**src/rtl/uart_loopback.sv**
```systemverilog
`timescale 1ns/1ps
`default_nettype none
// ============================================================================
//  Module   : uart_loopback
//  Purpose  : 8N1 UART echo. Received bytes with a valid stop bit are held
//             and retransmitted unchanged on tx.
//  Options  : define LOOPBACK_FIFO_EN for a 4-entry FIFO in place of the
//             single overwrite-on-full holding register.
//  Revision : 1.0 - initial release
// ============================================================================
module uart_loopback #(
  parameter int CLK_FREQ = 100_000_000,
  parameter int BAUD     = 9600
) (
  input  logic clk,
  input  logic reset,
  input  logic rx,
  output logic tx
);

  localparam int CLKS_PER_BIT = CLK_FREQ / BAUD;
  localparam int CNT_W        = (CLKS_PER_BIT > 1) ? $clog2(CLKS_PER_BIT) : 1;
  localparam logic [CNT_W-1:0] BIT_LAST  = CNT_W'(CLKS_PER_BIT - 1);
  localparam logic [CNT_W-1:0] HALF_LAST = CNT_W'(CLKS_PER_BIT / 2 - 1);

  typedef enum logic [1:0] {
    ST_IDLE  = 2'd0,
    ST_START = 2'd1,
    ST_DATA  = 2'd2,
    ST_STOP  = 2'd3
  } state_t;

  // rx synchronizer
  logic rx_meta_q;
  logic rx_s_q;

  // receiver
  state_t           rx_state_q, rx_state_d;
  logic [CNT_W-1:0] rx_cnt_q,   rx_cnt_d;
  logic [2:0]       rx_bit_q,   rx_bit_d;
  logic [7:0]       rx_shift_q, rx_shift_d;
  logic             rx_done_q,  rx_done_d;

  // transmitter
  state_t           tx_state_q, tx_state_d;
  logic [CNT_W-1:0] tx_cnt_q,   tx_cnt_d;
  logic [2:0]       tx_bit_q,   tx_bit_d;
  logic [7:0]       tx_shift_q, tx_shift_d;
  logic             tx_q,       tx_d;

  // buffer interface
  logic       buf_avail;
  logic [7:0] buf_head;
  logic       tx_pop;

  assign tx_pop = (tx_state_q == ST_IDLE) && buf_avail;
  assign tx     = tx_q;

  // --------------------------------------------------------------------------
  // Receiver
  // --------------------------------------------------------------------------
  always_comb begin
    rx_state_d = rx_state_q;
    rx_cnt_d   = rx_cnt_q;
    rx_bit_d   = rx_bit_q;
    rx_shift_d = rx_shift_q;
    rx_done_d  = 1'b0;
    case (rx_state_q)
      ST_IDLE: begin
        if (!rx_s_q) begin
          rx_state_d = ST_START;
          rx_cnt_d   = '0;
          rx_bit_d   = '0;
        end
      end
      ST_START: begin
        // Re-check mid start bit so short glitches are rejected
        if (rx_cnt_q == HALF_LAST) begin
          rx_cnt_d   = '0;
          rx_state_d = rx_s_q ? ST_IDLE : ST_DATA;
        end else begin
          rx_cnt_d = rx_cnt_q + 1'b1;
        end
      end
      ST_DATA: begin
        if (rx_cnt_q == BIT_LAST) begin
          rx_cnt_d   = '0;
          rx_shift_d = {rx_s_q, rx_shift_q[7:1]};
          if (rx_bit_q == 3'd7) begin
            rx_state_d = ST_STOP;
          end else begin
            rx_bit_d = rx_bit_q + 1'b1;
          end
        end else begin
          rx_cnt_d = rx_cnt_q + 1'b1;
        end
      end
      ST_STOP: begin
        // Returning to IDLE mid stop bit lets the next start edge be caught
        if (rx_cnt_q == BIT_LAST) begin
          rx_cnt_d   = '0;
          rx_done_d  = rx_s_q;
          rx_state_d = ST_IDLE;
        end else begin
          rx_cnt_d = rx_cnt_q + 1'b1;
        end
      end
      default: rx_state_d = ST_IDLE;
    endcase
  end

  // --------------------------------------------------------------------------
  // Holding stage
  // --------------------------------------------------------------------------
`ifdef LOOPBACK_FIFO_EN
  logic [7:0] fifo_q [4];
  logic [7:0] fifo_d [4];
  logic [1:0] wr_ptr_q, wr_ptr_d;
  logic [1:0] rd_ptr_q, rd_ptr_d;
  logic [2:0] count_q,  count_d;
  logic       push_ok;

  assign push_ok   = rx_done_q && (count_q != 3'd4);
  assign buf_avail = (count_q != 3'd0);
  assign buf_head  = fifo_q[rd_ptr_q];

  always_comb begin
    fifo_d   = fifo_q;
    wr_ptr_d = wr_ptr_q;
    rd_ptr_d = rd_ptr_q;
    count_d  = count_q;
    if (push_ok) begin
      fifo_d[wr_ptr_q] = rx_shift_q;
      wr_ptr_d         = wr_ptr_q + 1'b1;
    end
    if (tx_pop) begin
      rd_ptr_d = rd_ptr_q + 1'b1;
    end
    case ({push_ok, tx_pop})
      2'b10:   count_d = count_q + 1'b1;
      2'b01:   count_d = count_q - 1'b1;
      default: count_d = count_q;
    endcase
  end
`else
  logic [7:0] hold_q, hold_d;
  logic       full_q, full_d;

  assign buf_avail = full_q;
  assign buf_head  = hold_q;

  // A byte landing while TX takes the old one keeps the flag set
  always_comb begin
    hold_d = hold_q;
    full_d = full_q;
    if (tx_pop) begin
      full_d = 1'b0;
    end
    if (rx_done_q) begin
      hold_d = rx_shift_q;
      full_d = 1'b1;
    end
  end
`endif

  // --------------------------------------------------------------------------
  // Transmitter
  // --------------------------------------------------------------------------
  always_comb begin
    tx_state_d = tx_state_q;
    tx_cnt_d   = tx_cnt_q;
    tx_bit_d   = tx_bit_q;
    tx_shift_d = tx_shift_q;
    tx_d       = tx_q;
    case (tx_state_q)
      ST_IDLE: begin
        tx_d = 1'b1;
        if (buf_avail) begin
          tx_shift_d = buf_head;
          tx_cnt_d   = '0;
          tx_state_d = ST_START;
          tx_d       = 1'b0;
        end
      end
      ST_START: begin
        if (tx_cnt_q == BIT_LAST) begin
          tx_cnt_d   = '0;
          tx_bit_d   = '0;
          tx_state_d = ST_DATA;
          tx_d       = tx_shift_q[0];
        end else begin
          tx_cnt_d = tx_cnt_q + 1'b1;
        end
      end
      ST_DATA: begin
        if (tx_cnt_q == BIT_LAST) begin
          tx_cnt_d = '0;
          if (tx_bit_q == 3'd7) begin
            tx_state_d = ST_STOP;
            tx_d       = 1'b1;
          end else begin
            tx_bit_d   = tx_bit_q + 1'b1;
            tx_shift_d = tx_shift_q >> 1;
            tx_d       = tx_shift_q[1];
          end
        end else begin
          tx_cnt_d = tx_cnt_q + 1'b1;
        end
      end
      ST_STOP: begin
        tx_d = 1'b1;
        if (tx_cnt_q == BIT_LAST) begin
          tx_cnt_d   = '0;
          tx_state_d = ST_IDLE;
        end else begin
          tx_cnt_d = tx_cnt_q + 1'b1;
        end
      end
      default: begin
        tx_state_d = ST_IDLE;
        tx_d       = 1'b1;
      end
    endcase
  end

  // --------------------------------------------------------------------------
  // State registers
  // --------------------------------------------------------------------------
  always_ff @(posedge clk or posedge reset) begin
    if (reset) begin
      rx_meta_q  <= 1'b1;
      rx_s_q     <= 1'b1;
      rx_state_q <= ST_IDLE;
      rx_cnt_q   <= '0;
      rx_bit_q   <= '0;
      rx_shift_q <= '0;
      rx_done_q  <= 1'b0;
      tx_state_q <= ST_IDLE;
      tx_cnt_q   <= '0;
      tx_bit_q   <= '0;
      tx_shift_q <= '0;
      tx_q       <= 1'b1;
`ifdef LOOPBACK_FIFO_EN
      for (int i = 0; i < 4; i++) begin
        fifo_q[i] <= '0;
      end
      wr_ptr_q <= '0;
      rd_ptr_q <= '0;
      count_q  <= '0;
`else
      hold_q <= '0;
      full_q <= 1'b0;
`endif
    end else begin
      rx_meta_q  <= rx;
      rx_s_q     <= rx_meta_q;
      rx_state_q <= rx_state_d;
      rx_cnt_q   <= rx_cnt_d;
      rx_bit_q   <= rx_bit_d;
      rx_shift_q <= rx_shift_d;
      rx_done_q  <= rx_done_d;
      tx_state_q <= tx_state_d;
      tx_cnt_q   <= tx_cnt_d;
      tx_bit_q   <= tx_bit_d;
      tx_shift_q <= tx_shift_d;
      tx_q       <= tx_d;
`ifdef LOOPBACK_FIFO_EN
      fifo_q   <= fifo_d;
      wr_ptr_q <= wr_ptr_d;
      rd_ptr_q <= rd_ptr_d;
      count_q  <= count_d;
`else
      hold_q <= hold_d;
      full_q <= full_d;
`endif
    end
  end

endmodule
`default_nettype wire

```
**config.mk**
```make
export PLATFORM = sky130hd
export DESIGN_NAME = uart_loopback
export DESIGN_NICKNAME = d
export VERILOG_FILES = /design/src/rtl/uart_loopback.sv
export SDC_FILE = /design/constraint.sdc
export NUM_CORES = 1
export LEC_CHECK = 0
export BUFFER_PORTS_ARGS = -buffer_cell sky130_fd_sc_hd__buf_2
export CAP_MARGIN = 20
export CORE_UTILIZATION = 25
export DETAILED_ROUTE_END_ITERATION = 12
export PLACE_DENSITY_LB_ADDON = 0.2
export SYNTH_ARGS = -nofsm -noshare
export SYNTH_HDL_FRONTEND = slang
export SYNTH_SLANG_ARGS = --single-unit
```
**constraint.sdc**
```tcl
create_clock -name clk -period 3 [get_ports clk]
set_clock_uncertainty 0.15 [all_clocks]
set_input_delay 0.3 -clock clk [delete_from_list [all_inputs] [get_ports clk]]
set_output_delay 0.3 -clock clk [all_outputs]
set_load 0.01 [all_outputs]
```
==> flow_summary.json, run 1 <==
{
  "syn2layout_area_growth_pct": 13.5,
  "hold_violations": 0,
  "root_buffer": "clkbuf_16",
  "yosys.area_share.adder_pct": 3.58,
  "num-fill-cells": 1424,
  "htreeDepth": 3,
  "grt_max_degree": 36,
  "cp-start-kind": "flip-flop",
  "rows": 42,
  "layout_commonest_cell": "dfrtp_1",
  "clock-sinks": 67,
  "antenna_found_initial": 0,
  "ys_warn_count": 0,
  "avgSynthCellArea_um2": 10.7,
  "worst_pin_slew_ns": 0.789,
  "clkTransAtPathRegs_ns": 0.06,
  "cts_resized": 0,
  "fin_crit_sh_pct": 80.6,
  "min_period_ns": 2.42,
  "yosysSeqAreaShare_pct": 48.0,
  "synth_nets": 341,
  "die_y_um": 120,
  "max_slew_margin_pct": 47.3,
  "synth_xor_area_share_pct": 0.501,
  "post-place-ws_ns": 0.591,
  "chipWidth_um": 120,
  "start_util_pct": 26.0,
  "io_buffers": 3,
  "leakagePower_nw": 1.80,
  "gr-usage-all-layers_pct": 10.8,
  "status": "completed",
  "highest_layer": "met4",
  "drt_iter0_markers": 123,
  "synth_compound_area_share_pct": 13.7,
  "worstPathMaxFanout": 16,
  "nNetsFinal": 342,
  "synth-edff-count": 0,
  "grt_pass1_vias": 2452,
  "final_cell_mix": "dfrtp_1 (64), nand2_1 (37), mux2_2 (26)",
  "setup_viol": 0,
  "met2_wirelength_mm": 3.20,
  "rsz0062_at_grt": "no",
  "synth-seq-cells": 67,
  "synthesis.instances": 328,
  "synth_area_mm2": 0.00350,
  "maxCapViolCount": 0,
  "final_max_slew_viol_count": 0,
  "overflow": 0,
  "power_density_mw_per_mm2": 497,
  "vias": 2442,
  "yosysUniqueCellTypes": 55,
  "wl_met1_mm": 3.53,
  "max_freq_mhz": 413,
  "path_class": "flip-flop to flip-flop",
  "required_ns": 3.07,
  "num_antenna_cells": 0,
  "core_region_area_mm2": 0.0135,
  "yosys.area_share.simple_pct": 17.6,
  "cts_made_buffers": 9,
  "drtPass1Iterations": 4,
  "cts_buffer_depth": 2,
  "hold_class": "flip-flop to flip-flop",
  "wl_per_cell_um": 13.9,
  "seq_area_mm2": 0.00168,
  "drc": 0,
  "setup_ws_ns": 0.581,
  "async_reset_ff_share_pct": 100,
  "grt_pass1_wl_mm": 12.3,
  "vias_per_cell": 4.80,
  "clock_latency_ns": 0.33,
  "worstSetupEndpointType": "flip-flop",
  "multi_input_area_mm2": 0.00167,
  "synthMuxAreaShare_pct": 12.2,
  "pin_count": 4,
  "synth_top_family_by_area": "simple AND/OR/NAND/NOR gates",
  "setup_tns_ns": 0,
  "post-dp-hpwl_mm": 4.74,
  "tritoncts": "built",
  "hold-worst-slack_ns": 0.204,
  "dieArea_mm2": 0.0145,
  "postRouteAntennaNets": 0,
  "cp.arrival_ns": 2.49,
  "ir_drop_mv": 0.266,
  "finalWirelength_mm": 7.06,
  "route.met3.wl_um": 220,
  "drive_gt1_share_pct": 19.5,
  "synthFlopType": "dfrtp_1",
  "place_congestion": 0.775
}
-- area by class of cell --
type	count	share of cell area, %
Sequential cell	67	42.3
Clock inverter	6	1.70
Multi-Input combinational cell	232	42.0
Timing Repair Buffer	8	1.76
Tap cell	176	5.55
Inverter	11	1.04
Clock buffer	9	5.67
-- worst max-delay path: stages, from the launching register on --
cell     delay (ns)
dfrtp_1        0.42
inv_1          0.09
ha_1           0.56
and2b_1        0.25
a21oi_2        0.06
or2_1          0.40
mux2_4         0.37
-- cells by family after synthesis --
group / count (synthesis)
xor gates and xnor gates: 2
muxes: 36
and+or+nand+nor: 115
adders and majority gates: 10
DFF: 67
buffers and inverters: 29
AOI/OAI and AO/OA: 69
-- cell usage after synthesis (all sizes together) (4+ instances only) --
library cell | count | share of area, %
a31oi | 12 | 2.1
nand4 | 6 | 1.1
mux2 | 33 | 11
nor2 | 22 | 2.4
o21ai | 16 | 2.3
nand3 | 8 | 1.1
a22o | 11 | 2.8
a21oi | 9 | 1.4
and3 | 4 | 0.72
clkbuf | 8 | 0.86
nor3 | 10 | 1.4
and4 | 5 | 1.3
a21o | 5 | 1.1
nand2 | 38 | 4.1
inv | 11 | 1.2
buf | 10 | 2.3
ha | 10 | 3.6
dfrtp | 64 | 46
-- metrics by stage --
| step | utilization, % | instance area [um2] | instances | total power, mW |
|---|---|---|---|---|
| floorplan | - | 3500 | 328 | 0.937 |
| global placement | 27.2 | 3660 | 492 | 0.949 |
| detailed placement | 27.2 | 3660 | 492 | 0.949 |
| CTS | 29.5 | 3970 | 509 | 2.01 |
| global route | 29.5 | 3970 | 509 | 2.05 |
| finish | 29.5 | 3970 | 509 | 1.97 |
-- per-layer routing --
| metal | global-route usage (%) | vias to the layer above |
|---|---|---|
| met5 | 0 | - |
| met4 | 3.94 | 0 |
| met3 | 3.54 | 9 |
| met2 | 16.7 | 24 |
| met1 | 14.1 | 1197 |
| li1 | - | 1212 |
-- final timing paths --
| path | start | end | slack [ns] | depth (start not counted) |
|---|---|---|---|---|
| min reg2reg | rx_meta_q | rx_s_q | 0.20 | 0 |
| min in group asynchronous | reset | rx_bit_q[1] | 0.52 | 3 |
| min | rx_meta_q | rx_s_q | 0.20 | 0 |
| max reg2reg | tx_state_q[0] | tx_shift_q[3] | 0.58 | 6 |
| max | tx_state_q[0] | tx_shift_q[3] | 0.58 | 6 |
| max in group asynchronous | reset | rx_cnt_q[10] | 1.54 | 4 |
-- registers in the layout, summed over array words and instances (netlist names), 2 cells and up, named ones only --
| signal | flops |
|---|---|
| buf_head | 8 |
| rx_bit_q | 3 |
| rx_cnt_q | 14 |
| rx_shift_q | 8 |
| tx_bit_q | 3 |
| tx_cnt_q | 14 |
| tx_shift_q | 8 |
| tx_state_q | 2 |
-- repair_timing --
action	4_1_cts	5_1_grt
buffers inserted	0	0
hold endpoints to repair	5	0
hold buffers	2	0
setup endpoints to repair	0	0
-- where the power goes --
group | internal (mW) | total, mW | switching, mW
clock network | 0.639 | 1.04 | 0.402
logic | 0.00562 | 0.0257 | 0.0201
registers | 0.907 | 0.907 | 0.000441
total | 1.55 | 1.97 | 0.422
No activity file was read; power rests on OpenSTA's default activity.
==> run 2, diff against run 1 <==
- clock period: 3 -> 2.49 ns (I/O delays scaled with it)
==> run 2 against run 1 <==
Utilization is 0.62 points higher. Global-route usage is 0.18 points higher. Critical path depth unchanged. Largest power group unchanged. Sequential cell count unchanged. Via count is 0.74% higher. Fmax grew 9.0%. Clock power is 35% higher.
==> flow_summary.json, run 2 (synthesized netlist as in run 1, its figures left out) <==
{
  "drtPass1Iterations": 4,
  "top_regs": "rx_cnt_q: 14 flops, tx_cnt_q: 14 flops",
  "setup_viol": 0,
  "cts_made_buffers": 9,
  "max_slew_margin_pct": 60.7,
  "overflow": 0,
  "nNetsFinal": 348,
  "hold_violations": 0,
  "place_area_mm2": 0.00370,
  "antenna_found_initial": 0,
  "place_congestion": 0.737,
  "wl_per_cell_um": 13.6,
  "power_density_mw_per_mm2": 623,
  "pwr-share-comb_pct": 1.3,
  "setup_tns_ns": 0,
  "drive_gt1_share_pct": 21.2,
  "fin_cells": 516,
  "final_max_slew_viol_count": 0,
  "dieArea_mm2": 0.0145,
  "root_buffer": "clkbuf_16",
  "fin_crit_sh_pct": 89.1,
  "status": "completed",
  "worstPathMaxFanout": 8,
  "syn2layout_area_growth_pct": 15.9,
  "cp.arrival_ns": 2.28,
  "io_buffers": 3,
  "vias": 2460,
  "die_y_um": 120,
  "clkTransAtPathRegs_ns": 0.06,
  "start_util_pct": 26.0,
  "clock_latency_ns": 0.33,
  "chipWidth_um": 120,
  "min_period_ns": 2.22,
  "rsz0062_at_grt": "no",
  "max_freq_mhz": 451,
  "num-fill-cells": 1408,
  "hold_class": "flip-flop to flip-flop",
  "pin_count": 4,
  "cp-start-kind": "flip-flop",
  "hold-worst-slack_ns": 0.207,
  "ir_drop_mv": 0.263,
  "htreeDepth": 3,
  "layout_commonest_cell": "dfrtp_1",
  "seq_power_share_pct": 43.2,
  "tritoncts": "built",
  "total_power_mw": 2.53,
  "maxCapViolCount": 0,
  "dp_cells": 498,
  "required_ns": 2.55,
  "drc": 0,
  "finalWirelength_mm": 7.00,
  "worstSetupEndpointType": "flip-flop",
  "clockPowerShare_pct": 55.5,
  "grt_pass1_vias": 2513,
  "rows": 42,
  "vias_per_cell": 4.77,
  "postRouteAntennaNets": 0,
  "clock-sinks": 67,
  "grt_max_degree": 31,
  "grt_pass1_wl_mm": 12.4,
  "core_region_area_mm2": 0.0135,
  "sw_frac_of_total_pct": 21.1,
  "post-dp-hpwl_mm": 4.81,
  "fin_area_mm2": 0.00406,
  "cts_resized": 0,
  "final_cell_mix": "dfrtp_1 (64), nand2_1 (37), mux2_2 (26)",
  "leakagePower_nw": 1.85,
  "p_switching_mw": 0.533,
  "worst_pin_slew_ns": 0.585,
  "drt_iter0_markers": 115,
  "internal_power_mw": 1.99,
  "gr-usage-all-layers_pct": 11.0,
  "num_antenna_cells": 0,
  "postCtsSetupRepairBufs": 0,
  "path_class": "flip-flop to flip-flop",
  "cts_buffer_depth": 2
}
[run 2: metal layers]
metal  share of wire, %  up-vias  track usage, %
met2                 47       25            17.5
met3                2.1        2            3.82
met4               0.50        0            3.24
met1                 50     1209            14.1
li1                   -     1224               -
met5                  0        -               0
[run 2: final timing paths]
check / startpoint / end / slack (ns) / cells past startpoint
max in group asynchronous: reset / tx / 1.17 / 4
hold reg to reg: rx_meta_q / rx_s_q / 0.21 / 0
setup / recovery: tx_cnt_q[0] / tx_shift_q[3] / 0.27 / 6
min in group asynchronous: reset / rx_bit_q[2] / 0.34 / 3
setup reg to reg: tx_cnt_q[0] / tx_shift_q[3] / 0.27 / 6
hold / removal: rx_meta_q / rx_s_q / 0.21 / 0
[run 2: cell type report]
cell class                      instances  area [um2]  area share, %
Clock buffer                            9         225           5.55
Tap cell                              176         220           5.43
Clock inverter                          7         106           2.62
Multi-Input combinational cell        232        1670           41.1
Inverter                               11        41.3           1.02
Sequential cell                        67        1680           41.4
Timing Repair Buffer                   14         115           2.84
[run 2: what timing repair did]
item	4_1_cts	5_1_grt
hold endpoints to repair	18	0
hold buffers	2	0
setup endpoints to repair	0	0
[run 2: worst max-delay path, cell delays in order, from the launching register on]
cell	delay, ns
dfrtp_1	0.41
ha_1	0.24
and3_1	0.22
and4b_1	0.23
a21oi_2	0.11
or2_1	0.40
mux2_4	0.34
[run 2: power groups by stage]
| stage | Combinational, mW | Clock (mW) | Sequential, mW |
|---|---|---|---|
| finish | 0.0325 | 1.40 | 1.09 |
| global route | 0.0391 | 1.50 | 1.09 |
| CTS | 0.0355 | 1.45 | 1.09 |
| detailed placement | 0.0330 | 0 | 1.11 |
| global placement | 0.0327 | 0 | 1.11 |
| floorplan | 0.0172 | 0 | 1.11 |
[run 2: per-stage QoR]
step | worst slack (ns) | utilization (%)
5_1_grt | 0.0657 | 30.1
3_5_place_dp | 0.255 | 27.5
3_3_place_gp | 0.291 | 27.5
6_report | 0.271 | 30.1
2_1_floorplan | 0.358 | -
4_1_cts | 0.254 | 30.1
==> run 3, diff against run 2 <==
- clock period: 2.49 -> 2.85 ns (I/O delays scaled with it)
==> run 3 against run 2 <==
Sequential power is 12% lower. Count of clock-buffer cells in the layout stayed put. Die area is the same. Total power is 17% lower. Critical path type unchanged. Critical endpoint is now tx_shift_q[0].
==> flow_summary.json, run 3 (synthesized netlist as in run 1, its figures left out) <==
{
  "antenna_found_initial": 0,
  "gr-usage-all-layers_pct": 10.4,
  "grt_max_degree": 40,
  "final_max_slew_viol_count": 0,
  "post-dp-hpwl_mm": 4.56,
  "sw_frac_of_total_pct": 21.7,
  "setup_tns_ns": 0,
  "required_ns": 2.92,
  "path_class": "flip-flop to flip-flop",
  "total_power_mw": 2.10,
  "syn2layout_area_growth_pct": 14.0,
  "setup_viol": 0,
  "cts_buffer_depth": 2,
  "grt_pass1_wl_mm": 11.9,
  "place_area_mm2": 0.00367,
  "postCtsSetupRepairBufs": 0,
  "clockPowerShare_pct": 53.3,
  "crit_path_max_incr_delay_ns": 0.54,
  "die_y_um": 120,
  "postRouteAntennaNets": 0,
  "layout_commonest_cell": "dfrtp_1",
  "cts_resized": 0,
  "drtPass1Iterations": 6,
  "root_buffer": "clkbuf_16",
  "clkTransAtPathRegs_ns": 0.06,
  "drt_iter0_markers": 119,
  "cts_hold_buffers": 2,
  "num-fill-cells": 1404,
  "core_region_area_mm2": 0.0135,
  "drc": 0,
  "htreeDepth": 3,
  "cp_num_buf_inv": 1,
  "critPathTopFamily": "simple AND/OR/NAND/NOR gates",
  "cp.arrival_ns": 2.45,
  "fin_crit_sh_pct": 83.7,
  "leakagePower_nw": 1.81,
  "drive_gt1_share_pct": 20.0,
  "cpMaxStageDelayCell": "ha_1",
  "rr_worst_depth": 6,
  "ir_drop_mv": 0.226,
  "top_regs": "rx_cnt_q: 14 flops, tx_cnt_q: 14 flops",
  "place_congestion": 0.770,
  "wl_per_cell_um": 13.3,
  "pwr-share-comb_pct": 1.3,
  "tritoncts": "built",
  "maxCapViolCount": 0,
  "seq_power_share_pct": 45.5,
  "multi_input_area_mm2": 0.00167,
  "internal_power_mw": 1.64,
  "pin_count": 4,
  "clock_latency_ns": 0.33,
  "min_period_ns": 2.39,
  "hold_class": "flip-flop to flip-flop",
  "dieArea_mm2": 0.0145,
  "ff2ff_setup_slack_ns": 0.46,
  "rsz0062_at_grt": "no",
  "crit_cells": 6,
  "hold_path_depth": 0,
  "start_util_pct": 26.0,
  "overflow": 0,
  "vias_per_cell": 4.80,
  "worst_pin_slew_ns": 0.660,
  "path_cells": "inv_1 > ha_1 > and2b_1 > a21oi_2 > or2_1 > mux2_4",
  "nNetsFinal": 343,
  "rows": 42,
  "seq_area_mm2": 0.00168,
  "finalWirelength_mm": 6.80,
  "worstSetupEndpointType": "flip-flop",
  "status": "completed",
  "worstPathMaxFanout": 16,
  "p_switching_mw": 0.456,
  "grt_pass1_vias": 2391,
  "cts_made_buffers": 9,
  "cp-start-kind": "flip-flop",
  "power_density_mw_per_mm2": 526,
  "clock-sinks": 67,
  "io_buffers": 3,
  "max_slew_margin_pct": 55.7,
  "chipWidth_um": 120,
  "vias": 2455,
  "hold_violations": 0,
  "final_cell_mix": "dfrtp_1 (64), nand2_1 (37), mux2_2 (26)",
  "num_antenna_cells": 0,
  "max_freq_mhz": 419,
  "fin_area_mm2": 0.00399
}
==> run 3: cell types whose count changed in the layout (fill, tap and decap cells not counted), sizes merged <==
cell,previous run,this run
bufinv,2,1
clkinvlp,0,1
buf,12,7
clkinv,2,4
inv,14,12
==> run 3: layer usage <==
layer / track usage (%) / up-vias / wire length, um / part of all wire, %
li1: - / 1215 / - / -
met4: 3.94 / 0 / 106 / 1.6
met3: 3.44 / 10 / 223 / 3.3
met1: 13.0 / 1202 / 3380 / 50
met5: 0 / - / 0 / 0
met2: 16.6 / 28 / 3090 / 45
==> run 3: path summary, 6_finish.rpt <==
path                                  to           from
max                        tx_shift_q[0]  tx_state_q[0]
min                               rx_s_q      rx_meta_q
max reg2reg                tx_shift_q[0]  tx_state_q[0]
min reg2reg                       rx_s_q      rx_meta_q
max in group asynchronous             tx          reset
min in group asynchronous  rx_shift_q[3]          reset
==> run 3: power groups by stage <==
stage	logic, mW	clock network, mW	registers [mW]
after floorplan	0.0150	0	0.972
after global placement	0.0271	0	0.972
after detailed placement	0.0272	0	0.972
after CTS	0.0290	1.15	0.954
after global routing	0.0319	1.19	0.954
final	0.0265	1.12	0.955
==> run 3: final cells by class <==
cell class | count | share of cell area, %
timing repair buffer | 9 | 1.94
inverter | 11 | 1.04
clock buffer | 9 | 5.65
clock inverter | 7 | 1.94
multi-input combinational | 232 | 41.8
sequential | 67 | 42.1
tap | 176 | 5.52
==> run 3: metrics by stage <==
stage                     hold WS, ns  cells  util [%]  setup slack (ns)
final                           0.206    511      29.7             0.464
after detailed placement        0.199    493      27.3             0.468
after CTS                       0.207    511      29.7             0.454
after global routing            0.208    511      29.7             0.298
after floorplan                 0.139    328         -             0.718
after global placement          0.197    493      27.3             0.532
==> run 3: worst register-to-register path, stage by stage (launching register included) <==
cell     delay [ns]
dfrtp_1        0.41
inv_1          0.09
ha_1           0.54
and2b_1        0.26
a21oi_2        0.06
or2_1          0.40
mux2_4         0.36
